### config.mk
export PLATFORM = sky130hd
export DESIGN_NAME = fetch_controller
export DESIGN_NICKNAME = d
export VERILOG_FILES = /design/src/rtl/fetch_pkg.sv /design/src/rtl/fetch_fifo.sv /design/src/rtl/fetch_controller.sv
export SDC_FILE = /design/constraint.sdc
export NUM_CORES = 1
export LEC_CHECK = 0
export ABC_AREA = 1
export CORE_MARGIN = 2
export CORE_UTILIZATION = 53
export DETAILED_ROUTE_END_ITERATION = 12
export MAX_ROUTING_LAYER = met4
export PLACE_DENSITY = 0.84
export SLEW_MARGIN = 20
export SYNTH_ARGS = -nofsm -noshare
export SYNTH_HDL_FRONTEND = slang
export SYNTH_SLANG_ARGS = --single-unit
### constraint.sdc
create_clock -name clk -period 2.78 [get_ports clk]
set_input_delay 0.278 -clock clk [delete_from_list [all_inputs] [get_ports clk]]
set_output_delay 0.278 -clock clk [all_outputs]
set_load 0.005 [all_outputs]
### src/rtl/fetch_pkg.sv
// rtl/fetch_pkg.sv - shared types and widths for the fetch controller
// Contents: fetch_state_e (IDLE, FETCH, DRAIN, DONE), ADDR_W, DATA_W.
package fetch_pkg;

  localparam int ADDR_W = 32;
  localparam int DATA_W = 8;

  typedef enum logic [1:0] {
    IDLE  = 2'd0,
    FETCH = 2'd1,
    DRAIN = 2'd2,
    DONE  = 2'd3
  } fetch_state_e;

endpackage

### src/rtl/fetch_fifo.sv
// rtl/fetch_fifo.sv - synchronous byte FIFO buffering memory read returns
// Ports:
//   clk, reset            clock, synchronous active-high reset (empties FIFO)
//   push, push_data       write one byte (caller guarantees not full)
//   pop                   drop the head byte (ignored when empty)
//   head_data             head byte, 0 when empty
//   count                 number of stored bytes, 0..DEPTH
module fetch_fifo
  import fetch_pkg::*;
#(
  parameter int DEPTH = 4,
  localparam int AW = $clog2(DEPTH)
) (
  input  logic              clk,
  input  logic              reset,
  input  logic              push,
  input  logic [DATA_W-1:0] push_data,
  input  logic              pop,
  output logic [DATA_W-1:0] head_data,
  output logic [AW:0]       count
);

  logic [DATA_W-1:0] mem_q [DEPTH];
  logic [AW-1:0]     wr_ptr_q, wr_ptr_d;
  logic [AW-1:0]     rd_ptr_q, rd_ptr_d;
  logic [AW:0]       count_q, count_d;
  logic              do_pop;

  always_comb begin
    do_pop   = pop && (count_q != '0);
    wr_ptr_d = wr_ptr_q + AW'(push);
    rd_ptr_d = rd_ptr_q + AW'(do_pop);
    count_d  = count_q + (AW+1)'(push) - (AW+1)'(do_pop);
  end

  always_ff @(posedge clk) begin
    if (reset) begin
      wr_ptr_q <= '0;
      rd_ptr_q <= '0;
      count_q  <= '0;
    end else begin
      wr_ptr_q <= wr_ptr_d;
      rd_ptr_q <= rd_ptr_d;
      count_q  <= count_d;
    end
  end

  // Storage is not reset; emptiness is tracked by count_q alone.
  always_ff @(posedge clk) begin
    if (push) mem_q[wr_ptr_q] <= push_data;
  end

  // No bypass: a pushed byte is visible the cycle after the push.
  assign head_data = (count_q != '0) ? mem_q[rd_ptr_q] : '0;
  assign count     = count_q;

endmodule

### src/rtl/fetch_controller.sv
// rtl/fetch_controller.sv - streams image_size bytes from memory at base_addr to a valid/ready sink
// Ports:
//   clk, reset                  clock, synchronous active-high reset
//   start, done                 level start (sampled in IDLE), done held until start drops
//   base_addr, image_size       latched when start is accepted
//   mem_addr, mem_rw, mem_en    read port, one byte per strobe, mem_rw always 0
//   mem_data_in                 read data, valid RD_LATENCY cycles after the strobe
//   pixel_data/valid/ready      output stream from the FIFO head
//   stall_cycles                only with FETCH_STALL_CNT_EN: backpressured cycles in FETCH/DRAIN
module fetch_controller
  import fetch_pkg::*;
#(
  parameter int RD_LATENCY = 1,
  parameter int FIFO_DEPTH = 4
) (
  input  logic              clk,
  input  logic              reset,
  input  logic              start,
  output logic              done,
  input  logic [ADDR_W-1:0] base_addr,
  input  logic [ADDR_W-1:0] image_size,
  output logic [ADDR_W-1:0] mem_addr,
  output logic              mem_rw,
  output logic              mem_en,
  input  logic [DATA_W-1:0] mem_data_in,
  output logic [DATA_W-1:0] pixel_data,
  output logic              pixel_valid,
  input  logic              pixel_ready
`ifdef FETCH_STALL_CNT_EN
  ,
  output logic [31:0]       stall_cycles
`endif
);

  localparam int CW = $clog2(FIFO_DEPTH) + 1;

  fetch_state_e          state_q, state_d;
  logic                  done_q, done_d;
  logic [ADDR_W-1:0]     base_q, base_d;
  logic [ADDR_W-1:0]     size_q, size_d;
  logic [ADDR_W-1:0]     issued_q, issued_d;
  logic [ADDR_W-1:0]     delivered_q, delivered_d;
  logic [ADDR_W-1:0]     addr_q, addr_d;
  logic                  mem_en_q, mem_en_d;
  logic [RD_LATENCY-1:0] pipe_q, pipe_d;
  logic [CW-1:0]         fifo_count;
  logic [7:0]            in_flight, outstanding;
  logic                  push, pop, issue;
`ifdef FETCH_STALL_CNT_EN
  logic [31:0]           stall_q, stall_d;
`endif

  always_comb begin
    state_d     = state_q;
    base_d      = base_q;
    size_d      = size_q;
    issued_d    = issued_q;
    addr_d      = addr_q;
    mem_en_d    = 1'b0;
    pop         = pixel_valid && pixel_ready;
    push        = pipe_q[RD_LATENCY-1];
    pipe_d      = (pipe_q << 1) | RD_LATENCY'(mem_en_q);
    delivered_d = delivered_q + 32'(pop);

    // Credit covers the strobe on the port now, the return pipe and the FIFO,
    // so every returned byte is guaranteed a free FIFO slot.
    in_flight = 8'(mem_en_q);
    for (int i = 0; i < RD_LATENCY; i++) in_flight = in_flight + 8'(pipe_q[i]);
    outstanding = 8'(fifo_count) + in_flight;
    issue = (state_q == FETCH) && (issued_q < size_q) && (outstanding < 8'(FIFO_DEPTH));

    case (state_q)
      IDLE: begin
        if (start) begin
          base_d      = base_addr;
          size_d      = image_size;
          issued_d    = '0;
          delivered_d = '0;
          state_d     = (image_size == '0) ? DONE : FETCH;
        end
      end
      FETCH: begin
        if (issue) begin
          mem_en_d = 1'b1;
          addr_d   = base_q + issued_q;
          issued_d = issued_q + 32'd1;
          if (issued_d == size_q) state_d = DRAIN;
        end
      end
      DRAIN: begin
        if (delivered_d == size_q) state_d = DONE;
      end
      DONE: begin
        if (!start) state_d = IDLE;
      end
      default: state_d = IDLE;
    endcase

    done_d = (state_d == DONE);

`ifdef FETCH_STALL_CNT_EN
    stall_d = stall_q;
    if (state_q == IDLE && start)
      stall_d = '0;
    else if ((state_q == FETCH || state_q == DRAIN) && pixel_valid && !pixel_ready && stall_q != '1)
      stall_d = stall_q + 32'd1;
`endif
  end

  always_ff @(posedge clk) begin
    if (reset) begin
      state_q     <= IDLE;
      done_q      <= 1'b0;
      base_q      <= '0;
      size_q      <= '0;
      issued_q    <= '0;
      delivered_q <= '0;
      addr_q      <= '0;
      mem_en_q    <= 1'b0;
      pipe_q      <= '0;
`ifdef FETCH_STALL_CNT_EN
      stall_q     <= '0;
`endif
    end else begin
      state_q     <= state_d;
      done_q      <= done_d;
      base_q      <= base_d;
      size_q      <= size_d;
      issued_q    <= issued_d;
      delivered_q <= delivered_d;
      addr_q      <= addr_d;
      mem_en_q    <= mem_en_d;
      pipe_q      <= pipe_d;
`ifdef FETCH_STALL_CNT_EN
      stall_q     <= stall_d;
`endif
    end
  end

  fetch_fifo #(.DEPTH(FIFO_DEPTH)) u_fifo (
    .clk       (clk),
    .reset     (reset),
    .push      (push),
    .push_data (mem_data_in),
    .pop       (pop),
    .head_data (pixel_data),
    .count     (fifo_count)
  );

  assign done        = done_q;
  assign mem_addr    = addr_q;
  assign mem_en      = mem_en_q;
  assign mem_rw      = 1'b0;
  assign pixel_valid = (fifo_count != '0);
`ifdef FETCH_STALL_CNT_EN
  assign stall_cycles = stall_q;
`endif

endmodule

==> results of run 1 <==
==> routing by layer <==
metal / wire length, um / vias up / part of all wire
met5: 0 / - / 0
met2: 19300 / 524 / 0.46
met3: 3030 / 95 / 0.072
met1: 18200 / 6205 / 0.43
met4: 1660 / 0 / 0.039
li1: - / 6738 / -
==> worst paths after layout <==
| kind | startpoint | end | slack, ns | depth (start not counted) |
|---|---|---|---|---|
| max | issued_q[14]$_SDFFE_PP0P_ | done$_SDFF_PP0_ | 0.1 | 15 |
| min | image_size[9] | size_q[9]$_SDFFE_PP0P_ | 0.33 | 3 |
| max reg2reg | issued_q[14]$_SDFFE_PP0P_ | done$_SDFF_PP0_ | 0.1 | 15 |
| min reg2reg | mem_addr[18]$_SDFFE_PP0P_ | mem_addr[18]$_SDFFE_PP0P_ | 0.47 | 2 |
==> logic make-up (layout without fill, tap and decap cells) <==
kind of cell	after synthesis	count (layout)	share of synthesized area
AO/OA/AOI/OAI	370	370	0.150
XOR/XNOR	43	43	0.0333
adder cells (fa/ha/maj)	75	75	0.0734
buffers and inverters	242	448	0.0711
flip-flops	204	204	0.339
other	1	1	0.000289
AND/OR/NAND/NOR	990	990	0.332
==> area by class of cell <==
class	count	area [sq um]	area share
repair buffers	214	1970	0.122
multi-input cells	1479	7810	0.484
flip-flops and latches	204	4410	0.273
well taps	324	405	0.0251
clock inverters	14	179	0.0111
inverters	190	716	0.0443
clock buffers	30	664	0.0411
==> sequential cells by signal, summed over array words and instances, names as in the netlist, 2 cells and up <==
name             cells
mem_addr            32
u_fifo.rd_ptr_q      2
base_q              32
u_fifo.mem_q        32
size_q              32
u_fifo.count         3
delivered_q         32
u_fifo.wr_ptr_q      2
issued_q            32
state_q              2
==> power by group <==
group	switching (W)	leakage (nW)	internal (W)
Sequential	0.000338	1.70	0.00330
Clock	0.00129	0.407	0.00206
Combinational	0.00168	4.75	0.00127
==> critical path: stages, from the launching register on <==
cell and delay [ns]:
dfxtp_1 0.54, nand2_1 0.14, nor2_1 0.28, nand2_1 0.19, nor2_1 0.25, nand3_1 0.10
nand3_1 0.13, nand2_1 0.07, nor2_1 0.17, nand2_1 0.09, nor2_1 0.10, nand4_1 0.18
nand2_1 0.11, nand2_1 0.07, nand2_2 0.08, a21oi_2 0.06
==> placed cells by master (no fill, tap or decap), types with 3 or more instances in the layout <==
| master | instances |
|---|---|
| edfxtp_1 | 32 |
| clkbuf_1 | 3 |
| clkdlybuf4s50_1 | 118 |
| dfxtp_2 | 6 |
| nand2_2 | 24 |
| inv_1 | 182 |
| a21o_1 | 7 |
| o21ai_0 | 163 |
| nor2_1 | 279 |
| o21ai_1 | 3 |
| clkbuf_16 | 25 |
| nor2_4 | 18 |
| nor3_1 | 15 |
| xnor2_1 | 19 |
| nand3b_1 | 5 |
| nand2_1 | 430 |
| a21oi_2 | 3 |
| inv_2 | 5 |
| nand2_4 | 3 |
| ha_1 | 70 |
| nor2_2 | 15 |
| nand3_1 | 155 |
| clkinv_2 | 3 |
| xnor3_1 | 4 |
| a21oi_1 | 164 |
| xor2_1 | 20 |
| bufinv_16 | 4 |
| dfxtp_1 | 166 |
| a31oi_1 | 12 |
| nor4_1 | 8 |
| buf_6 | 5 |
| a221oi_1 | 3 |
| nor2_8 | 3 |
| nand3_2 | 15 |
| nand4_1 | 14 |
| buf_12 | 4 |
| buf_4 | 87 |
| a211oi_1 | 4 |
| clkinv_1 | 5 |
==> stage by stage <==
| step | hold slack (ns) | setup TNS (ns) | cells | cell area (sq um) |
|---|---|---|---|---|
| 2_1_floorplan | 0.377 | 0 | 1925 | 13000 |
| 6_report | 0.329 | 0 | 2455 | 16200 |
| 3_5_place_dp | 0.452 | -0.585 | 2406 | 15100 |
| 5_1_grt | 0.343 | -0.0419 | 2455 | 16200 |
| 4_1_cts | 0.311 | 0 | 2450 | 16000 |
| 3_3_place_gp | 0.443 | -0.455 | 2406 | 15100 |
==> timing repair <==
action / in CTS / in global routing
gates resized for setup: 10 / 40
setup endpoints to repair: 2 / 30
buffers inserted: 1 / 8
hold buffers: 0 / 0
pin swaps: 10 / 21
==> reports/results.ini, run 1 <==
[global_route]
busiest_layer=met2
gr-usage-all-layers=0.329
grt_start_max_net_pins=53
grt_pass1_vias=12700
grt_pass1_wl_um=65700
grt_antenna_before_repair=0
grt.met2_usage=0.532
use_met3=0.0351
grt_overflow=0
grt_util_met1=0.432

[timing]
slew_violations=0
finalHoldViolCount=0
fin_crit_sh=0.965
post-route-min-period_ns=2.68
worst_pin_slew_ns=0.592
slew_headroom=0.605
fin_skew_ns=0.0135
fin_ws_ns=0.0960
max_clock_freq_ghz=0.373
setup_viol=0

[cts]
cts.htree.levels=1
clk_pin_slew_ns=0.07
cts_inserted_buffers=24
cts.sinks=204
clockBufferDepth=3
clock-root-buffer=clkbuf_16
clk_latency_ns=0.52
cts_tree=done

[logic_synthesis]
synthMostInstantiatedCell=nand2_1
synth-edff-count=32
syn_nets=2076
yosysTopAreaCell=dfxtp_1
synth_cell_type_count=47
synthArstFlopShare=0
synthTopCellsByArea=dfxtp_1, nand2_1, nor2_1, edfxtp_1, ha_1
ys_seq_area_frac=0.339
synth_ff_type=dfxtp_1
synth.avg_cell_area_sq_um=6.74
synthCells=1925
synth_top_area_share=0.265
yosysWarningCount=0
ys_ff_latch=204
synth_common_cells=nand2_1, nor2_1, inv_1
syn_area_sq_um=13000

[layout]
fillers=2121
antenna_cells=0
drive_above_1_share=0.111
final_nets=2264
syn2layout_area_growth_pct=24.5
final_util=0.668

[routing]
drcViolationCount=0
wl_per_cell_um=17.2
via_per_inst=5.52
ant_nets=0
drtIter0Drc=1056
drt_wl_total_um=42300
vias=13600
drtPass1Iterations=6

[die]
dieArea_sq_um=25800
rows=57
die_y_um=161
die_w_um=161
io_pins=120
initial_core_util=0.537
core_sq_um=24200

[placement]
dp_slack_ns=-0.293
dp_hpwl_um=32100
portBuffers=118
routabilityCongestion=0.990

[pwr]
power_density_nw_per_um2=615
vdd_drop_max_uv=533
p_leak_nw=6.86
power_w=0.00994

[setup_path]
start_kind=flip-flop
path_class=reg -> reg
cp.arrival_ns=3.08
cp.required_ns=3.18
end_kind=flip-flop
critPathMaxFanout=7

[min_path]
hold_class=in -> reg

[run]
maxCapViolations=0

[status]
status=finished clean

(Power assumes the default switching activity.)
==> run 2, diff against run 1 <==
Settings changed: PLACE_DENSITY 0.84 to 0.82.
==> reports/results.ini, run 2 (synthesized netlist as in run 1, its figures left out) <==
[cts]
cts_tree=done  ; unchanged
clock-root-buffer=clkbuf_16  ; unchanged
cts.htree.levels=1  ; unchanged
clockBufferDepth=3  ; unchanged
cts.sinks=204  ; unchanged
clk_pin_slew_ns=0.06  ; was 0.07 ns
cts_inserted_buffers=24  ; unchanged
clk_latency_ns=0.53  ; was 0.52 ns

[setup_path]
reg2reg_from=u_fifo.count[2]$_SDFF_PP0_  ; was issued_q[14]$_SDFFE_PP0P_
cp.required_ns=3.24  ; was 3.18 ns
critPathMaxFanout=5  ; was 7
ff2ff_setup_slack_ns=0.05  ; was 0.1 ns
start_kind=flip-flop  ; unchanged
r2r_cells=21  ; was 15
path_class=reg -> reg  ; unchanged
cp.arrival_ns=3.19  ; was 3.08 ns
end_kind=flip-flop  ; unchanged
r2r_end=done$_SDFF_PP0_  ; unchanged

[layout]
final_common_cell=nand2_1  ; unchanged
final_area_sq_um=16200  ; about the same
antenna_cells=0  ; unchanged
instances_no_fill=2451  ; was 2,455
final_nets=2261  ; was 2,264
drive_above_1_share=0.108  ; was 0.111
final_util=0.670  ; was 0.668
syn2layout_area_growth_pct=24.7  ; was 24.5%
fillers=2128  ; was 2,121
most-common-layout-cells=nand2_1, nor2_1, inv_1  ; unchanged

[placement]
dp_cells=2402  ; was 2,406
dp_hpwl_um=31800  ; was 32,100 um
dp_slack_ns=-0.262  ; was -0.293 ns
routabilityCongestion=0.987  ; was 0.990
post_dp_cell_area_sq_um=15100  ; about the same
portBuffers=118  ; unchanged

[timing]
worst_pin_slew_ns=0.642  ; was 0.592 ns
post-route-min-period_ns=2.73  ; was 2.68 ns
fin_skew_ns=0.00777  ; was 0.0135 ns
slew_violations=0  ; unchanged
max_clock_freq_ghz=0.366  ; was 0.373 GHz
setup_viol=0  ; unchanged
rsz0062_at_grt=yes
finalHoldViolCount=0  ; unchanged
fin_setup_tns_ns=0  ; unchanged
slew_headroom=0.572  ; was 0.605
fin_crit_sh=0.982  ; was 0.965
fin_ws_ns=0.0513  ; was 0.0960 ns

[pwr]
p_leak_nw=6.87  ; was 6.86 nW
power_density_nw_per_um2=636  ; was 615 nW/um^2
vdd_drop_max_uv=555  ; was 533 uV

[routing]
ant_nets=0  ; unchanged
drcViolationCount=0  ; unchanged
wl_per_cell_um=17.4  ; was 17.2 um
via_per_inst=5.53  ; was 5.52
vias=13600  ; about the same
drtIter0Drc=992  ; was 1,056
drt_wl_total_um=42700  ; was 42,300 um
drtPass1Iterations=8  ; was 6

[status]
status=finished clean  ; unchanged

[min_path]
hold_depth=3  ; unchanged
hp-start=image_size[9]  ; unchanged
min_to=size_q[9]$_SDFFE_PP0P_  ; unchanged
hold_class=in -> reg  ; unchanged

[die]
rows=57  ; unchanged
dieArea_sq_um=25800  ; unchanged
io_pins=120  ; unchanged
initial_core_util=0.537  ; unchanged
core_sq_um=24200  ; unchanged
die_w_um=161  ; unchanged
die_y_um=161  ; unchanged

[run]
maxCapViolations=0  ; unchanged

[global_route]
gr-usage-all-layers=0.333  ; was 0.329
grt_overflow=0  ; unchanged
grt_antenna_before_repair=0  ; unchanged
grt_pass1_vias=13100  ; was 12,700
grt_pass1_wl_um=66800  ; was 65,700 um
grt_start_max_net_pins=53  ; unchanged

-- run 2: cell types whose count changed in the layout (fill, tap and decap cells not counted), moves of 4 or more --
cell / change
nand2_1: +4
nand2_2: -4
dfxtp_2: -4
nand3_2: -4
nand3_1: +4
-- run 2: timing repair --
item	CTS	global route
hold buffers	0	0
cloned	0	2
resized for setup	12	33
setup endpoints to repair	2	40
pin swaps	11	20
setup buffers	2	3
-- run 2: layout make-up --
class | instances | area, sq um | share of cell area
clock buffer | 29 | 651 | 0.0402
clock inverter | 14 | 260 | 0.0161
inverter | 190 | 716 | 0.0442
multi-input combinational | 1479 | 7790 | 0.481
sequential | 204 | 4410 | 0.273
tap | 324 | 405 | 0.0250
timing repair buffer | 210 | 1940 | 0.120
timing repair inverter | 1 | 7.51 | 0.000464
-- run 2: layer usage --
metal	track usage	vias up	routed length, um
met1	0.425	6216	18200
met3	0.0488	95	3190
met2	0.538	515	19400
met5	-	-	0
li1	-	6731	-
met4	0.125	0	1900
-- run 2: how the worst max path moves through the flow --
stage | slack, ns | startpoint | end
after floorplan | 0.16 | u_fifo.count[1]$_SDFF_PP0_ | state_q[0]$_SDFF_PP0_
after global placement | -0.26 | pixel_ready | state_q[0]$_SDFF_PP0_
after detailed placement | -0.26 | pixel_ready | done$_SDFF_PP0_
after CTS | 0.002 | u_fifo.count[0]$_SDFF_PP0_ | done$_SDFF_PP0_
after global routing | -0.11 | u_fifo.count[0]$_SDFF_PP0_ | done$_SDFF_PP0_
final | 0.05 | u_fifo.count[2]$_SDFF_PP0_ | done$_SDFF_PP0_
-- run 2: through the flow --
| step | hold WS, ns | total power [W] |
|---|---|---|
| after global routing | 0.342 | 0.0108 |
| after CTS | 0.306 | 0.0102 |
| after global placement | 0.450 | 0.00644 |
| final | 0.313 | 0.0103 |
| after floorplan | 0.377 | 0.00528 |
| after detailed placement | 0.452 | 0.00649 |
-- run 2: where the power goes --
part / switching, W / internal (W)
clock: 0.00133 / 0.00232
sequential: 0.000339 / 0.00330
combinational: 0.00170 / 0.00130
-- run 2: critical path, cell delays in order (launching register included) --
cell and delay [ns]:
dfxtp_2 0.36, nor3_4 0.06, buf_6 0.12, nor2_4 0.22, ha_4 0.18, ha_4 0.15
nand2_2 0.07, nor2_4 0.16, nand2_4 0.11, inv_2 0.11, nand3_1 0.12, nand3_1 0.16
nand2_1 0.07, clkinv_1 0.04, nand2_1 0.05, nor2_2 0.13, nand3_2 0.10, nor2_2 0.08
nor2_1 0.05, nand2_1 0.10, nand2_2 0.07, a21oi_2 0.13
==> run 3, diff against run 2 <==
Settings changed: CAP_MARGIN from default to 10.
Clock period 2.78 ns to 2.35 ns, I/O delays scaled along.
==> reports/results.ini, run 3 (synthesized netlist as in run 1, its figures left out) <==
[cts]
clk_latency_ns=0.52  ; was 0.53 ns
cts_hold_buf=0  ; unchanged
cts_tree=done  ; unchanged
clockBufferDepth=3  ; unchanged
cts.sinks=204  ; unchanged
clock-root-buffer=clkbuf_16  ; unchanged
cts.htree.levels=1  ; unchanged
cts_inserted_buffers=23  ; was 24
clk_pin_slew_ns=0.06  ; about the same

[global_route]
grt_start_max_net_pins=80  ; was 53
grt_pass1_wl_um=71400  ; was 66,800 um
gr-usage-all-layers=0.356  ; was 0.333
grt_antenna_before_repair=0  ; unchanged
grt_pass1_vias=14200  ; was 13,100
grt_overflow=0  ; unchanged

[timing]
rsz0062_at_grt=yes  ; unchanged
fin_crit_sh=1.11  ; was 0.982
slew_violations=0  ; unchanged
post-route-min-period_ns=2.62  ; was 2.73 ns
worst_pin_slew_ns=0.639  ; was 0.642 ns
fin_skew_ns=0.0130  ; was 0.00777 ns
fin_ws_ns=-0.266  ; was 0.0513 ns
finalHoldViolCount=0  ; unchanged
fin_setup_tns_ns=-2.06  ; was 0 ns
setup_viol=43  ; was 0
slew_headroom=0.573  ; was 0.572
max_clock_freq_ghz=0.382  ; was 0.366 GHz

[die]
dieArea_sq_um=25800  ; unchanged
core_sq_um=24200  ; unchanged
initial_core_util=0.537  ; unchanged
io_pins=120  ; unchanged
die_y_um=161  ; unchanged
rows=57  ; unchanged
die_w_um=161  ; unchanged

[layout]
syn2layout_area_growth_pct=41.7  ; was 24.7%
most-common-layout-cells=nand2_1, nor2_1, buf_4  ; was nand2_1, nor2_1, inv_1
final_util=0.761  ; was 0.670
final_common_cell=nand2_1  ; unchanged
drive_above_1_share=0.245  ; was 0.108
multi_input_area_sq_um=8580  ; was 7790 sq um
final_nets=2433  ; was 2,261
antenna_cells=0  ; unchanged
fillers=1650  ; was 2,128
regArea_sq_um=4450  ; was 4410 sq um
instances_no_fill=2620  ; was 2,451

[routing]
via_per_inst=5.84  ; was 5.53
drtPass1Iterations=6  ; was 8
drtIter0Drc=1367  ; was 992
drcViolationCount=0  ; unchanged
wl_per_cell_um=18.8  ; was 17.4 um
drt_wl_total_um=49200  ; was 42,700 um
vias=15300  ; was 13,600
ant_nets=0  ; unchanged

[pwr]
pwr-share-clk=0.275  ; was 0.355
comb_power_share=0.392  ; was 0.292
vdd_drop_max_uv=543  ; was 555 uV
pwr-share-seq=0.333  ; was 0.353
swShare=0.353  ; was 0.328
power_density_nw_per_um2=702  ; was 636 nW/um^2
p_int_w=0.00835  ; was 0.00692 W
power_w=0.0129  ; was 0.0103 W
p_switching_w=0.00456  ; was 0.00337 W
p_leak_nw=7.87  ; was 6.87 nW

[run]
maxCapViolations=0  ; unchanged

[min_path]
hold_class=in -> reg  ; unchanged

[placement]
dp_cells=2537  ; was 2,402
portBuffers=118  ; unchanged
routabilityCongestion=1.02  ; was 0.987
dp_hpwl_um=33100  ; was 31,800 um

[status]
violations=negative setup slack
status=finished, violations left  ; was finished clean

[setup_path]
end_kind=flip-flop  ; unchanged
start_kind=flip-flop  ; unchanged
critPathMaxFanout=8  ; was 5
cp.arrival_ns=3.01  ; was 3.19 ns
path_class=reg -> reg  ; unchanged
cp.required_ns=2.75  ; was 3.24 ns

[run 3: critical path, stage by stage (launching register included)]
cell	delay, ns
dfxtp_1	0.42
buf_4	0.21
nand3_1	0.21
nor2_2	0.20
nand3_1	0.21
nand2_2	0.16
nand3_1	0.12
nand2_1	0.09
nand2_1	0.05
nor2_1	0.16
nand2_1	0.07
nor2_1	0.08
nand4_1	0.18
nand2_1	0.12
nand2_1	0.07
nand2_2	0.09
a21oi_2	0.06
[run 3: worst paths after layout]
| path | endpoint | start | slack [ns] | cells past startpoint |
|---|---|---|---|---|
| worst max-delay path | state_q[0]$_SDFF_PP0_ | issued_q[2]$_SDFFE_PP0P_ | -0.27 | 16 |
| worst max register to register | state_q[0]$_SDFF_PP0_ | issued_q[2]$_SDFFE_PP0P_ | -0.27 | 16 |
| worst min-delay path | base_q[3]$_SDFFE_PP0P_ | base_addr[3] | 0.30 | 3 |
| worst min register to register | pipe_q$_SDFF_PP0_ | mem_en$_SDFF_PP0_ | 0.45 | 2 |
[run 3: repair_timing]
| item | in CTS | in global routing |
|---|---|---|
| pin swaps | 20 | 52 |
| resized for setup | 69 | 260 |
| cloned | 8 | 2 |
| setup buffers | 14 | 26 |
| setup endpoints to repair | 74 | 69 |
[run 3: final cells by class]
type / count / share of cell area
inverters: 190 / 0.0400
multi-input cells: 1479 / 0.467
clock inverters: 3 / 0.00218
well taps: 324 / 0.0220
clock buffers: 36 / 0.0367
flip-flops and latches: 204 / 0.242
repair buffers: 384 / 0.190
[run 3: metrics by stage]
| stage | setup slack, ns | hold WS [ns] | instance area [sq um] |
|---|---|---|---|
| floorplan | 0.00396 | 0.334 | 13000 |
| global placement | -0.589 | 0.441 | 16100 |
| detailed placement | -0.634 | 0.445 | 16100 |
| CTS | -0.243 | 0.303 | 17400 |
| global route | -0.424 | 0.338 | 18400 |
| finish | -0.266 | 0.304 | 18400 |
[run 3: power groups by stage]
| stage | Sequential [W] | Clock (W) | Combinational (W) |
|---|---|---|---|
| after floorplan | 0.00423 | 0 | 0.00206 |
| after global placement | 0.00426 | 0 | 0.00367 |
| after detailed placement | 0.00427 | 0 | 0.00377 |
| after CTS | 0.00424 | 0.00353 | 0.00428 |
| after global routing | 0.00432 | 0.00368 | 0.00541 |
| final | 0.00430 | 0.00355 | 0.00507 |
[run 3: layer usage]
| metal | track usage | routed length, um |
|---|---|---|
| met3 | 0.0403 | 4650 |
| met2 | 0.577 | 22400 |
| met1 | 0.443 | 18900 |
| met4 | 0.174 | 3230 |
| met5 | - | 0 |
